`config.mk`:
```
export PLATFORM = sky130hd
export DESIGN_NAME = aes_bram_port_flat
export DESIGN_NICKNAME = d
export VERILOG_FILES = /design/src/rtl/aes_bram_port_if.sv /design/src/rtl/aes_bram_port.sv /design/src/flat_wrapper.sv
export SDC_FILE = /design/constraint.sdc
export NUM_CORES = 1
export LEC_CHECK = 0
export CORE_MARGIN = 3
export CORE_UTILIZATION = 40
export CTS_CLUSTER_DIAMETER = 50
export DETAILED_ROUTE_END_ITERATION = 8
export DONT_BUFFER_PORTS = 1
export PLACE_DENSITY = 0.55
export SLEW_MARGIN = 20
export SYNTH_ARGS = -nofsm -noshare
export SYNTH_HDL_FRONTEND = slang
export SYNTH_SLANG_ARGS = --single-unit
```
`constraint.sdc`:
```
create_clock -name aes_clk -period 3 [get_ports aes_clk]
set_input_delay 0 -clock aes_clk [delete_from_list [all_inputs] [get_ports aes_clk]]
set_output_delay 0 -clock aes_clk [all_outputs]
set_load 0.05 [all_outputs]
```
`src/rtl/aes_bram_port_if.sv`:
```
// Request/response bus between the AES engine and the BRAM port controller,
// plus the BRAM port pins the controller drives.
//
// Handshake: the master raises req_rd or req_wr (level) with req_addr and
// req_wdata stable. The slave answers with bram_complete and keeps it high
// until the master has dropped both requests. A request still high while
// bram_complete is high is never serviced a second time. rsp_rdata is
// meaningful while bram_complete is high after a read.
//
// The master modport is the environment side: the engine and the BRAM
// together.
interface aes_bram_port_if #(
  parameter int BRAM_AW = 11
);
  logic               req_rd;
  logic               req_wr;
  logic [31:0]        req_addr;
  logic [31:0]        req_wdata;
  logic [31:0]        rsp_rdata;
  logic               bram_complete;
  logic               err_range;
  logic               err_conflict;
  logic [15:0]        acc_count;
  logic               bram_en;
  logic [3:0]         bram_we;
  logic [BRAM_AW-1:0] bram_addr;
  logic [31:0]        bram_din;
  logic [31:0]        bram_dout;

  modport slave (
    input  req_rd, req_wr, req_addr, req_wdata, bram_dout,
    output rsp_rdata, bram_complete, err_range, err_conflict, acc_count,
           bram_en, bram_we, bram_addr, bram_din
  );

  modport master (
    output req_rd, req_wr, req_addr, req_wdata, bram_dout,
    input  rsp_rdata, bram_complete, err_range, err_conflict, acc_count,
           bram_en, bram_we, bram_addr, bram_din
  );
endinterface

```
`src/rtl/aes_bram_port.sv`:
```
// Word-access BRAM port controller for the AES engine. It turns level read
// and write requests into single BRAM port cycles, waits out the BRAM read
// latency, and acknowledges with bram_complete. Addresses outside the window
// or not word-aligned never reach the BRAM.
module aes_bram_port #(
  parameter int          RD_LAT     = 2,
  parameter logic [31:0] ADDR_BASE  = 32'h0000_0000,
  parameter logic [31:0] ADDR_LIMIT = 32'h0000_1FFC,
  parameter int          BRAM_AW    = 11
) (
  input  logic             aes_clk,
  input  logic             aes_rst_n,
  aes_bram_port_if.slave   bus,
  output logic [2:0]       dbg_state
);

  typedef enum logic [2:0] {
    IDLE     = 3'd0,
    RD_ISSUE = 3'd1,
    RD_WAIT  = 3'd2,
    WR_ISSUE = 3'd3,
    ACK      = 3'd4
  } state_t;

  state_t             state;
  state_t             state_nxt;
  logic [1:0]         lat_cnt;
  logic [BRAM_AW-1:0] addr_q;
  logic [31:0]        wdata_q;

  // 33-bit subtraction: bit 32 flags an address below the window without a
  // constant comparison against a zero base.
  logic [32:0]        offset;
  logic               addr_bad;
  logic               any_req;
  logic               conflict;
  logic               acc_done;

  assign offset   = {1'b0, bus.req_addr} - {1'b0, ADDR_BASE};
  assign addr_bad = (bus.req_addr[1:0] != 2'b00) || offset[32] ||
                    (bus.req_addr > ADDR_LIMIT);
  assign any_req  = bus.req_rd | bus.req_wr;
  assign conflict = bus.req_rd & bus.req_wr;
  // A legal access enters ACK from RD_WAIT (counter expired) or WR_ISSUE.
  assign acc_done = ((state == RD_WAIT) && (lat_cnt == 2'd0)) ||
                    (state == WR_ISSUE);

  // State register, returned to IDLE asynchronously on reset.
  always_ff @(posedge aes_clk or negedge aes_rst_n) begin
    if (!aes_rst_n) state <= IDLE;
    else            state <= state_nxt;
  end

  // Next-state decode; conflicts and bad addresses go straight to ACK.
  always_comb begin
    state_nxt = state;
    case (state)
      IDLE: begin
        if (conflict)                state_nxt = ACK;
        else if (any_req && addr_bad) state_nxt = ACK;
        else if (bus.req_rd)         state_nxt = RD_ISSUE;
        else if (bus.req_wr)         state_nxt = WR_ISSUE;
      end
      RD_ISSUE: state_nxt = RD_WAIT;
      RD_WAIT:  if (lat_cnt == 2'd0) state_nxt = ACK;
      WR_ISSUE: state_nxt = ACK;
      ACK:      if (!any_req) state_nxt = IDLE;
      default:  state_nxt = IDLE;
    endcase
  end

  // State-decoded outputs: BRAM strobes only in the issue states.
  always_comb begin
    bus.bram_en       = 1'b0;
    bus.bram_we       = 4'h0;
    bus.bram_complete = 1'b0;
    dbg_state         = state;
    case (state)
      RD_ISSUE: bus.bram_en = 1'b1;
      WR_ISSUE: begin
        bus.bram_en = 1'b1;
        bus.bram_we = 4'hF;
      end
      ACK:      bus.bram_complete = 1'b1;
      default:  ;
    endcase
  end

  assign bus.bram_addr = addr_q;
  assign bus.bram_din  = wdata_q;

  // Datapath: request capture, latency count, read data, errors, counter.
  always_ff @(posedge aes_clk or negedge aes_rst_n) begin
    if (!aes_rst_n) begin
      lat_cnt          <= 2'd0;
      addr_q           <= '0;
      wdata_q          <= 32'h0;
      bus.rsp_rdata    <= 32'h0;
      bus.err_range    <= 1'b0;
      bus.err_conflict <= 1'b0;
      bus.acc_count    <= 16'h0;
    end else begin
      case (state)
        IDLE: begin
          if (conflict) begin
            bus.err_conflict <= 1'b1;
            bus.rsp_rdata    <= 32'h0;
          end else if (any_req && addr_bad) begin
            bus.err_range <= 1'b1;
            bus.rsp_rdata <= 32'h0;
          end else if (any_req) begin
            addr_q  <= offset[BRAM_AW+1:2];
            wdata_q <= bus.req_wdata;
          end
        end
        RD_ISSUE: lat_cnt <= 2'(RD_LAT - 1);
        RD_WAIT: begin
          if (lat_cnt == 2'd0) bus.rsp_rdata <= bus.bram_dout;
          else                 lat_cnt <= lat_cnt - 2'd1;
        end
        default: ;
      endcase
      if (acc_done) bus.acc_count <= bus.acc_count + 16'd1;
    end
  end

endmodule
```
`src/flat_wrapper.sv`:
```
// flat-port wrapper written by rule: the top's interface ports become plain ports
module aes_bram_port_flat 
#(
  parameter int          RD_LAT     = 2,
  parameter logic [31:0] ADDR_BASE  = 32'h0000_0000,
  parameter logic [31:0] ADDR_LIMIT = 32'h0000_1FFC,
  parameter int          BRAM_AW    = 11
)
  (aes_clk, aes_rst_n, dbg_state, bus_req_rd, bus_req_wr, bus_req_addr, bus_req_wdata, bus_bram_dout, bus_rsp_rdata, bus_bram_complete, bus_err_range, bus_err_conflict, bus_acc_count, bus_bram_en, bus_bram_we, bus_bram_addr, bus_bram_din);
  aes_bram_port_if #(.BRAM_AW(BRAM_AW)) bus_i ();
  input  logic aes_clk;
  input  logic aes_rst_n;
  output logic [2:0] dbg_state;
  input wire logic [$bits(bus_i.req_rd)-1:0] bus_req_rd;
  input wire logic [$bits(bus_i.req_wr)-1:0] bus_req_wr;
  input wire logic [$bits(bus_i.req_addr)-1:0] bus_req_addr;
  input wire logic [$bits(bus_i.req_wdata)-1:0] bus_req_wdata;
  input wire logic [$bits(bus_i.bram_dout)-1:0] bus_bram_dout;
  output wire logic [$bits(bus_i.rsp_rdata)-1:0] bus_rsp_rdata;
  output wire logic [$bits(bus_i.bram_complete)-1:0] bus_bram_complete;
  output wire logic [$bits(bus_i.err_range)-1:0] bus_err_range;
  output wire logic [$bits(bus_i.err_conflict)-1:0] bus_err_conflict;
  output wire logic [$bits(bus_i.acc_count)-1:0] bus_acc_count;
  output wire logic [$bits(bus_i.bram_en)-1:0] bus_bram_en;
  output wire logic [$bits(bus_i.bram_we)-1:0] bus_bram_we;
  output wire logic [$bits(bus_i.bram_addr)-1:0] bus_bram_addr;
  output wire logic [$bits(bus_i.bram_din)-1:0] bus_bram_din;
  assign bus_i.req_rd = bus_req_rd;
  assign bus_i.req_wr = bus_req_wr;
  assign bus_i.req_addr = bus_req_addr;
  assign bus_i.req_wdata = bus_req_wdata;
  assign bus_i.bram_dout = bus_bram_dout;
  assign bus_rsp_rdata = bus_i.rsp_rdata;
  assign bus_bram_complete = bus_i.bram_complete;
  assign bus_err_range = bus_i.err_range;
  assign bus_err_conflict = bus_i.err_conflict;
  assign bus_acc_count = bus_i.acc_count;
  assign bus_bram_en = bus_i.bram_en;
  assign bus_bram_we = bus_i.bram_we;
  assign bus_bram_addr = bus_i.bram_addr;
  assign bus_bram_din = bus_i.bram_din;
  aes_bram_port #(.RD_LAT(RD_LAT), .ADDR_BASE(ADDR_BASE), .ADDR_LIMIT(ADDR_LIMIT), .BRAM_AW(BRAM_AW)) u_core (.aes_clk(aes_clk), .aes_rst_n(aes_rst_n), .bus(bus_i), .dbg_state(dbg_state));
endmodule
```
* Yosys cells after proc, flatten, opt, wreduce, memory -nomap -nowiden
Cells that the tools add are included. W data, S select, Z words.
Operators by class: bitwise logic cells 4, mux-type cells 16, equal/unequal tests 9, reductions and logical operators 16, add/sub/neg operators 2, $lt $le $gt $ge 1
Operators by type and width (count):
- $mux W32 | 3
- $pmux W32 S2 | 1
- $gt A32 B13 Y1 const B | 1
- $mux W3 | 6
- $add A16 B1 Y16 const B | 1
- $pmux W3 S5 | 1
- $reduce_and A3 Y1 | 3
- $eq A3 B2 Y1 const B | 2
- $ne A2 B2 Y1 const B | 3
- $reduce_bool A2 Y1 | 3
- $ne A5 B3 Y1 const B | 1
- $mux W4 | 1
- $pmux W2 S2 | 1
- $reduce_and A2 Y1 | 2
- $reduce_and A4 Y1 | 1
- $eq A3 B1 Y1 const B | 1
- $eq A3 B3 Y1 const B | 1
- $logic_not A3 Y1 | 1
- $ne A3 B1 Y1 const B | 1
- $logic_and A1 B1 Y1 | 2
- $logic_not A2 Y1 | 1
- $logic_or A1 B1 Y1 | 2
- $mux W1 | 2
- $mux W2 | 1
- 5 further kinds | 6
Storage, ports and cells: flip-flop bits (word level) 98, input port bits 100, output and inout port bits 102

* Longest topological paths before layout
Gate-level depths: netlist (run 1).
depth in word-level cells 6, gate-level depth with buffers 7, depth with buffers taken out 6

* Worst setup path before layout (run 1)
OpenSTA, ideal clock, no wires.
path type register to output, from register u_core.state[1], in the netlist u_core.dbg_state[1], to output bus_bram_we[1], cell stages (with the launch flop) 6, arrival 2.192 ns, path slack 0.808 ns, data required time 3.000 ns, cells stage by stage dfrtp_1 -> buf_2 -> nand2b_1 -> clkbuf_1 -> nor2_1 -> buf_4
Between the ends: longest elaborated chain between the ends 2
RTL lines:
- from (decl) | RTL line aes_bram_port.sv:25 | state_t state;
- from (signal assigned) | RTL line aes_bram_port.sv:51 | else state <= state_nxt;
- $eq A3 B2 Y1 | RTL line aes_bram_port.sv:78 | case (state)
- $mux W4 | RTL line aes_bram_port.sv:78
- to (decl) | RTL line flat_wrapper.sv:25 | output wire logic [$bits(bus_i.bram_we)-1:0] bus_bram_we;
Every way passes these cells.

* Worst setup path in the final report (run 1)
from register u_core.state[1], in the netlist u_core.dbg_state[1], to register u_core.bus.rsp_rdata[12]
Between the ends: longest elaborated chain between the ends 3, elaborated cells between the ends (all ways) 7, those cells by class eq/ne: 3; mux: 1; reduce/logical: 3
RTL lines:
- $eq A3 B2 Y1 or $logic_not A3 Y1 (tied branches) | RTL line aes_bram_port.sv:103 | case (state)
- $ne A2 B2 Y1 (no line) (tied with other cells)
- $reduce_and A3 Y1 (no line)
- to (signal assigned) | RTL line aes_bram_port.sv:118 | if (lat_cnt == 2'd0) bus.rsp_rdata <= bus.bram_dout;
- to (decl) | RTL line aes_bram_port_if.sv:32 | output rsp_rdata, bram_complete, err_range, err_conflict, acc_count,
Parallel ways exist; a longest one is shown, timed or not. A chain may end at the register's enable or synchronous reset.

==> metrics.txt, run 1 <==
Slowest cell on crit path dfrtp_1; worst-margin pin slew 0.879 ns; met3 Use GR 7.16%; row count 35; Worst Setup Path Type reg -> reg; Post-synth ARST share 100%; GR Layer Usage met1 21.3%; final worst setup slack 0.756 ns; initial core utilization 41.8%; Netlist cell types 37; Root Buffer Master clkbuf_8; Area growth syn-to-layout 30.0%; Final Hold Fails 0; die area 0.0110 sq mm; Finished Cell Area 0.00509 sq mm; Setup Fix Bufs, Post-CTS 0; DR pass1 iterations 4; Fillers 788; Gates resized, CTS repair 0; final critical-path required period 2.24 ns; Top Family by Delay on Critical Path compound AO/OA/AOI/OAI gates; Worst Path Max Fanout 32; post-synthesis sequential area ratio 62.7%; syn nets 383; Synth Area per Inst 13.9 sq um; Synth Cell Area 0.00391 sq mm; gpl congestion 0.722; share of cells above drive strength 1 20.4%; Post-DP Area 0.00405 sq mm; Setup crit start kind flip-flop; Max Buffers Root-to-Sink 2; Clock Latency Late Sink 0.35 ns; setup_tns 0 ns; H-tree levels 3; Antenna diodes 0; min-delay worst type in -> reg; grt total ovfl 0; CTS tree built; RSZ-0062 raised after global routing no; WL/cell 19.4 um; die width 105 um; Post-synth EDFFs 0; peak supply drop 0.209 mV; final setup skew 0.0136 ns; dominant synthesized flop cell dfrtp_1; CORE AREA 0.00937 sq mm; total CTS buffers 9; commonest cells after routing, fill and taps aside 98 x dfrtp_1, 79 x dlygate4sd3_1, 43 x mux2_2, 32 x a22o_1, 13 x nor2_1; drt via density 5.25; Post-DP HPWL 6080 um; total wire length 9630 um; crit path DAT 2.48 ns; PortBufs 0; die height 105 um; CTS Hold Bufs 80; Clock Pin Slew Worst Setup and Hold Paths 0.09 ns; Leakage 2.41 nW; largest net degree at the start of global routing 99; Synth Register Bits 98; max-slew violation count 0; slowest cell delay on critical path 0.85 ns; Max-slew headroom 41.2%; Mapped Cells 281; Crit path required time 3.24 ns; CP Cell Sequence nor3_1 -> a2111oi_0 -> o21ai_2 -> buf_4 -> a22o_1; Final ANT Viol Nets 0; via count 2608; met2 usage 28.9%; initial antenna violation count 0; Crit path buffers/inverters 1; I/O Pins 202; Setup-failing EPs final 0; busiest grt layer met2; Total GRT Usage 17.8%; Pwr Density 464 mW/mm^2; yosys warns 0; Place WS 0.738 ns; final critical-path share of the clock period 74.8%; 1st-iter DRT viols 156; status completed; global-route wire length before repair 15700 um; Max Cap Violations 0; Layout Nets 465; Sink Count 98; critical path endpoint category flip-flop; Fmax 446 MHz; most common cell after layout, fill and taps aside dfrtp_1; vias in the first global route 2879; drc violations 0
-- final cells by class --
type                            count  area (sq um)  share of cell area [%]
Multi-Input combinational cell    160          1340                    26.4
Inverter                            5          18.8                   0.369
Timing Repair Buffer               89           898                    17.7
Sequential cell                    98          2450                    48.2
Clock buffer                       11           151                    2.98
Clock inverter                      5          62.6                    1.23
Tap cell                          129           161                    3.17
-- metrics by stage --
| stage | hold slack [ns] | power, mW | std cells | utilization (%) |
|---|---|---|---|---|
| floorplan | -0.296 | 1.37 | 281 | - |
| global placement | -0.293 | 1.38 | 401 | 43.3 |
| detailed placement | -0.293 | 1.38 | 401 | 43.3 |
| CTS | 0.0498 | 2.39 | 497 | 54.3 |
| global route | 0.110 | 2.45 | 497 | 54.3 |
| finish | 0.0633 | 2.36 | 497 | 54.3 |
-- worst reg2reg max path: cells and delay by family (launching register included) --
family,cells,cell delay [ns]
flip-flops,1,0.85
AND/OR/NAND/NOR,1,0.14
AO/OA/AOI/OAI,3,0.89
buffers and inverters,1,0.26
-- cells by family (layout without fill, tap and decap cells) --
group,count (synthesis),in the layout,share of synthesized area [%]
adder cells (fa/ha/maj),2,2,0.639
AND/OR/NAND/NOR,52,52,7.26
multiplexers,44,44,12.7
flip-flops,98,98,62.7
XOR/XNOR,16,16,3.58
AO/OA/AOI/OAI,46,46,9.72
buffers and inverters,23,110,3.48
-- synthesized netlist by cell type, types with 5 or more instances --
| master | count | area (sq um) |
|---|---|---|
| nor3_1 | 6 | 30.0 |
| mux2_2 | 43 | 484 |
| inv_1 | 5 | 18.8 |
| nand4_1 | 6 | 37.5 |
| nand3_1 | 6 | 30.0 |
| dfrtp_1 | 98 | 2450 |
| xor2_1 | 6 | 52.6 |
| nor2_1 | 14 | 52.6 |
| buf_2 | 7 | 35.0 |
| xnor2_1 | 10 | 87.6 |
| nand2_1 | 6 | 22.5 |
| a22o_1 | 32 | 280 |
-- state kept, by name, summed over array words and instances, names as in the netlist --
signal and count:
u_core.bus.bram_din 32, u_core.bus.rsp_rdata 32, u_core.bus.acc_count 16, u_core.bus.bram_addr 11, u_core.dbg_state 3, u_core.lat_cnt 2, u_core.bus.err_conflict 1, u_core.bus.err_range 1
-- power by group --
| group | internal, mW | total [mW] | switching, mW |
|---|---|---|---|
| Sequential | 1.32 | 1.33 | 0.00430 |
| Combinational | 0.0802 | 0.142 | 0.0619 |
| Clock | 0.434 | 0.891 | 0.457 |
| Total | 1.84 | 2.36 | 0.523 |
-- path summary, 6_finish.rpt --
| kind | start | end | slack (ns) | cells past startpoint |
|---|---|---|---|---|
| setup / recovery | u_core.dbg_state[1] | u_core.bus.rsp_rdata[12] | 0.76 | 5 |
| hold / removal | bus_req_addr[24] | u_core.bus.err_range | 0.06 | 4 |
| setup reg to reg | u_core.dbg_state[1] | u_core.bus.rsp_rdata[12] | 0.76 | 5 |
| hold reg to reg | u_core.lat_cnt[0] | u_core.lat_cnt[0] | 0.56 | 1 |
| max in group asynchronous | aes_rst_n | u_core.bus.bram_addr[4] | 2.37 | 2 |
| min in group asynchronous | aes_rst_n | u_core.bus.rsp_rdata[13] | 0.26 | 2 |
-- layer usage --
metal  routed length [um]  part of all wire (%)
met1                 3750                    39
met2                 4730                    49
met5                    0                     0
met4                  172                   1.8
met3                  970                    10
No activity file was read; power rests on OpenSTA's default activity.
==> run 2, diff against run 1 <==
--- a/config.mk
+++ b/config.mk
@@ -10,7 +10,7 @@
 export CTS_CLUSTER_DIAMETER = 50
 export DETAILED_ROUTE_END_ITERATION = 8
 export DONT_BUFFER_PORTS = 1
-export PLACE_DENSITY = 0.55
+export PLACE_DENSITY = 0.57
 export SLEW_MARGIN = 20
 export SYNTH_ARGS = -nofsm -noshare
 export SYNTH_HDL_FRONTEND = slang
==> constraint.sdc (replaced) <==
create_clock -name aes_clk -period 2 [get_ports aes_clk]
set_input_delay 0 -clock aes_clk [delete_from_list [all_inputs] [get_ports aes_clk]]
set_output_delay 0 -clock aes_clk [all_outputs]
set_load 0.05 [all_outputs]
==> metrics.txt, run 2 (synthesized netlist as in run 1, its figures left out) <==
Clock Latency Late Sink 0.35 ns (about the same); Finished Cell Area 0.00525 sq mm (was 0.00509 sq mm); share of cells above drive strength 1 25.1% (was 20.4%); die width 105 um (unchanged); Area growth syn-to-layout 34.0% (was 30.0%); setup_tns 0 ns (unchanged); CTS Hold Bufs 78 (was 80); I/O Pins 202 (unchanged); H-tree levels 3 (unchanged); r2r setup slk 0.1 ns (was 0.76 ns); total CTS buffers 9 (unchanged); Setup crit start kind flip-flop (unchanged); most common cell after layout, fill and taps aside dfrtp_1 (unchanged); Setup-failing EPs final 0 (unchanged); peak supply drop 0.350 mV (was 0.209 mV); Post-DP HPWL 6180 um (was 6080 um); min-delay worst type in -> async (was in -> reg); Max Cap Violations 0 (unchanged); max-slew violation count 0 (unchanged); Root Buffer Master clkbuf_8 (unchanged); Max-slew headroom 65.7% (was 41.2%); initial core utilization 41.8% (unchanged); Post-DP Area 0.00423 sq mm (was 0.00405 sq mm); CORE AREA 0.00937 sq mm (unchanged); largest net degree at the start of global routing 99 (unchanged); Total GRT Usage 17.5% (was 17.8%); Leakage 2.51 nW (was 2.41 nW); DR pass1 iterations 5 (was 4); Final ANT Viol Nets 0 (unchanged); Worst Path Max Fanout 5 (was 32); die area 0.0110 sq mm (unchanged); Crit path required time 2.25 ns (was 3.24 ns); initial antenna violation count 0 (unchanged); global-route wire length before repair 15200 um (was 15700 um); Pwr Density 694 mW/mm^2 (was 464 mW/mm^2); Power, Total 3.64 mW (was 2.36 mW); final critical-path required period 1.90 ns (was 2.24 ns); PortBufs 0 (unchanged); Layout Nets 482 (was 465); Final Hold Fails 98 (was 0); final critical-path share of the clock period 95.2% (was 74.8%); Worst Setup Path Type reg -> reg (unchanged); Max Buffers Root-to-Sink 2 (unchanged); final core occ 56.0% (was 54.3%); total wire length 9620 um (was 9630 um); WL/cell 18.8 um (was 19.4 um); reg2reg start u_core.lat_cnt[1] (was u_core.dbg_state[1]); via count 2689 (was 2608); drt via density 5.25 (about the same); Final Instance Count excl. Fillers 512 (was 497); worst-margin pin slew 0.515 ns (was 0.879 ns); FF-to-FF End u_core.bus.acc_count[14] (was u_core.bus.rsp_rdata[12]); cell total after placement 420 (was 401); commonest cells after routing, fill and taps aside 95 x dfrtp_1, 78 x dlygate4sd3_1, 43 x mux2_2, 32 x a22o_1, 25 x buf_4 (was 98 x dfrtp_1, 79 x dlygate4sd3_1, 43 x mux2_2, 32 x a22o_1, 13 x nor2_1); vias in the first global route 2842 (was 2879); crit path DAT 2.15 ns (was 2.48 ns); row count 35 (unchanged); Clock Pin Slew Worst Setup and Hold Paths 0.09 ns (about the same); Reg2Reg Depth 6 (was 5); Sink Count 98 (unchanged); status finished, violations left (was completed); CTS tree built (unchanged); failing checks negative hold slack; critical path endpoint category flip-flop (unchanged); drc violations 0 (unchanged); die height 105 um (unchanged); grt total ovfl 0 (unchanged); 1st-iter DRT viols 151 (was 156); WHS -0.669 ns (was 0.0633 ns); gpl congestion 0.725 (was 0.722); Fmax 525 MHz (was 446 MHz); final setup skew 0.0134 ns (was 0.0136 ns); Antenna diodes 0 (unchanged)
run 2: worst max-delay path by stage:
stage                              startpoint                  endpoint  cells past startpoint
final                       u_core.lat_cnt[1]  u_core.bus.acc_count[14]                      6
after global routing        u_core.lat_cnt[1]   u_core.bus.rsp_rdata[0]                      7
after CTS                   u_core.lat_cnt[1]   u_core.bus.rsp_rdata[4]                      7
after detailed placement    u_core.lat_cnt[0]   u_core.bus.rsp_rdata[4]                      7
after global placement      u_core.lat_cnt[0]  u_core.bus.rsp_rdata[18]                      7
after floorplan           u_core.dbg_state[2]   u_core.bus.bram_din[10]                      6
run 2: worst max-delay path, cell delays in order, from the launching register on:
cell	delay [ns]
dfrtp_1	0.37
inv_1	0.09
ha_1	0.24
o21ai_0	0.13
or4b_1	0.63
nand2b_1	0.21
xnor2_1	0.12
run 2: area by class of cell:
cell class / count / area, sq um
timing repair buffer: 106 / 1030
multi-input combinational: 160 / 1350
sequential: 98 / 2460
clock inverter: 5 / 104
fill: 788 / 4130
inverter: 5 / 18.8
tap: 129 / 161
clock buffer: 9 / 124
run 2: routing by layer:
layer,up-vias,share of wire (%),routed length (um),global-route usage [%]
met5,-,0,0,0
met4,0,0.82,79,4.22
met3,6,8.7,838,7.23
met2,138,51,4940,29.3
met1,1334,39,3760,20.9
li1,1211,-,-,-
run 2: report_power, final:
part,total (mW),switching [mW],internal [mW],leakage (nW)
combinational,0.172,0.0547,0.117,1.04
clock,1.48,0.659,0.820,0.116
sequential,1.99,0.00859,1.98,1.35
run 2: through the flow:
step	hold WS [ns]	setup slack, ns
floorplan	-0.296	0.0492
global placement	-0.294	0.122
detailed placement	-0.294	0.0717
CTS	-0.691	0.0211
global route	-0.713	-0.0000622
finish	-0.669	0.0964
run 2: what timing repair did:
action	CTS	global route
setup buffers	0	0
endpoints found under the hold margin	177	98
resized for setup	0	2
endpoints found under the setup margin	0	32
==> run 3, diff against run 2 <==
--- a/config.mk
+++ b/config.mk
@@ -6,11 +6,11 @@
 export NUM_CORES = 1
 export LEC_CHECK = 0
 export CORE_MARGIN = 3
-export CORE_UTILIZATION = 40
+export CORE_UTILIZATION = 35
 export CTS_CLUSTER_DIAMETER = 50
 export DETAILED_ROUTE_END_ITERATION = 8
 export DONT_BUFFER_PORTS = 1
-export PLACE_DENSITY = 0.57
+export PLACE_DENSITY = 0.52
 export SLEW_MARGIN = 20
 export SYNTH_ARGS = -nofsm -noshare
 export SYNTH_HDL_FRONTEND = slang
==> metrics.txt, run 3 (synthesized netlist as in run 1, its figures left out) <==
most common cell after layout, fill and taps aside dfrtp_1 (unchanged); Leakage 2.50 nW (was 2.51 nW); CORE AREA 0.0106 sq mm (was 0.00937 sq mm); Worst Setup Path Type reg -> reg (unchanged); die height 112 um (was 105 um); PortBufs 0 (unchanged); Setup Fix Bufs, Post-CTS 0 (unchanged); failing checks negative hold slack (unchanged); Pwr Density 676 mW/mm^2 (was 694 mW/mm^2); die area 0.0125 sq mm (was 0.0110 sq mm); global-route wire length before repair 15300 um (was 15200 um); initial antenna violation count 0 (unchanged); Reg2Reg Depth 6 (unchanged); CTS Hold Bufs 78 (unchanged); FF-to-FF End u_core.bus.acc_count[14] (unchanged); Slowest cell on crit path or4b_4 (was or4b_1); Final Hold Fails 98 (unchanged); status finished, violations left (unchanged); Sink Count 98 (unchanged); final setup skew 0.0110 ns (was 0.0134 ns); P_int 2.84 mW (was 2.92 mW); peak supply drop 0.496 mV (was 0.350 mV); grt total ovfl 0 (unchanged); register share of total power 56.2% (was 54.7%); Combinational Power Share 4.8% (was 4.7%); commonest cells after routing, fill and taps aside 95 x dfrtp_1, 78 x dlygate4sd3_1, 43 x mux2_2, 32 x a22o_1, 25 x buf_4 (unchanged); reg2reg start u_core.lat_cnt[0] (was u_core.lat_cnt[1]); crit path DAT 2.07 ns (was 2.15 ns); Crit path buffers/inverters 1 (unchanged); I/O Pins 202 (unchanged); drc violations 0 (unchanged); via count 2659 (was 2689); Clock power frac 39.0% (was 40.6%); min-delay worst type in -> async (unchanged); setup_tns 0 ns (unchanged); WL/cell 18.5 um (was 18.8 um); vias in the first global route 2847 (was 2842); slowest cell delay on critical path 0.58 ns (was 0.63 ns); initial core utilization 36.9% (was 41.8%); switching pwr 0.704 mW (was 0.722 mW); Fmax 539 MHz (was 525 MHz); Total GRT Usage 15.3% (was 17.5%); Clock Pin Slew Worst Setup and Hold Paths 0.09 ns (about the same); Layout Nets 482 (unchanged); Max-slew headroom 63.7% (was 65.7%); critical path endpoint category flip-flop (unchanged); share of cells above drive strength 1 24.7% (was 25.1%); Crit path required time 2.22 ns (was 2.25 ns); Post-DP HPWL 6060 um (was 6180 um); total CTS buffers 9 (unchanged); RSZ-0062 raised after global routing no; Top Family by Delay on Critical Path simple AND/OR/NAND/NOR gates (unchanged); switching portion of total power 19.9% (was 19.8%); DR pass1 iterations 4 (was 5); Area growth syn-to-layout 34.0% (about the same); Final ANT Viol Nets 0 (unchanged); largest net degree at the start of global routing 99 (unchanged); final critical-path required period 1.86 ns (was 1.90 ns); r2r setup slk 0.14 ns (was 0.1 ns); max-slew violation count 0 (unchanged); CTS tree built (unchanged); Clock Latency Late Sink 0.35 ns (about the same); total wire length 9630 um (was 9620 um); gpl congestion 0.743 (was 0.725); 1st-iter DRT viols 206 (was 151); final critical-path share of the clock period 92.8% (was 95.2%); WHS -0.672 ns (was -0.669 ns); Root Buffer Master clkbuf_8 (unchanged); Fillers 933 (was 788); Antenna diodes 0 (unchanged); die width 112 um (was 105 um); Worst Path Max Fanout 5 (unchanged); Max Cap Violations 0 (unchanged); drt via density 5.10 (was 5.25); Setup-failing EPs final 0 (unchanged); H-tree levels 3 (unchanged); row count 37 (was 35); Max Buffers Root-to-Sink 2 (unchanged); CP Cell Sequence inv_1 -> ha_1 -> o21ai_0 -> or4b_4 -> nand2b_1 -> xnor2_1 (was inv_1 -> ha_1 -> o21ai_0 -> or4b_1 -> nand2b_1 -> xnor2_1); worst-margin pin slew 0.545 ns (was 0.515 ns); Setup crit start kind flip-flop (unchanged)
-- run 3: final cells by class --
type,instances,area [sq um],share of cell area [%]
clock inverter,2,60.1,1.15
tap,136,170,3.25
multi-input combinational,160,1360,25.9
clock buffer,14,153,2.91
sequential,98,2460,46.8
inverter,5,18.8,0.358
timing repair buffer,106,1030,19.6
-- run 3: repair_timing --
item,in CTS,in global routing
endpoints found under the setup margin,0,34
endpoints found under the hold margin,177,98
gates resized for setup,0,3
-- run 3: worst reg2reg max path, cell delays in order, from the launching register on --
cell and delay, ns:
dfrtp_1 0.41, inv_1 0.07, ha_1 0.23, o21ai_0 0.13, or4b_4 0.58, nand2b_1 0.18
xnor2_1 0.12
-- run 3: layer usage --
metal	track usage, %	vias up	wire length, um	part of all wire, %
met5	0	-	0	0
met4	4.62	0	131	1.4
met3	6.79	11	997	10
met2	25.2	137	4740	49
met1	18.0	1299	3760	39
li1	-	1212	-	-
-- run 3: power groups by stage --
stage                     logic, mW  registers (mW)  clock network [mW]
after detailed placement     0.0418            2.03                   0
after floorplan              0.0298            2.03                   0
after global routing          0.184            1.99                1.54
after global placement       0.0418            2.03                   0
final                         0.169            1.99                1.38
after CTS                     0.166            1.99                1.46
-- run 3: worst max path at each step --
stage / start / to / slack, ns / cells after the start
after global routing: u_core.lat_cnt[0] / u_core.bus.rsp_rdata[7] / 0.007 / 7
final: u_core.lat_cnt[0] / u_core.bus.acc_count[14] / 0.14 / 6
after detailed placement: u_core.lat_cnt[0] / u_core.bus.rsp_rdata[4] / 0.05 / 7
after global placement: u_core.lat_cnt[0] / u_core.bus.acc_count[14] / 0.09 / 6
after floorplan: u_core.dbg_state[2] / u_core.bus.bram_din[10] / 0.05 / 6
after CTS: u_core.lat_cnt[0] / u_core.bus.rsp_rdata[6] / 0.03 / 7
-- run 3: stage by stage --
step | instances | util [%] | instance area (sq um) | setup slack, ns | power, mW
finish | 521 | 49.5 | 5240 | 0.145 | 3.55
global placement | 427 | 40.0 | 4240 | 0.0924 | 2.07
CTS | 521 | 49.4 | 5230 | 0.0343 | 3.62
detailed placement | 427 | 40.0 | 4240 | 0.0469 | 2.07
global route | 521 | 49.5 | 5240 | 0.00745 | 3.71
floorplan | 281 | - | 3930 | 0.0492 | 2.06
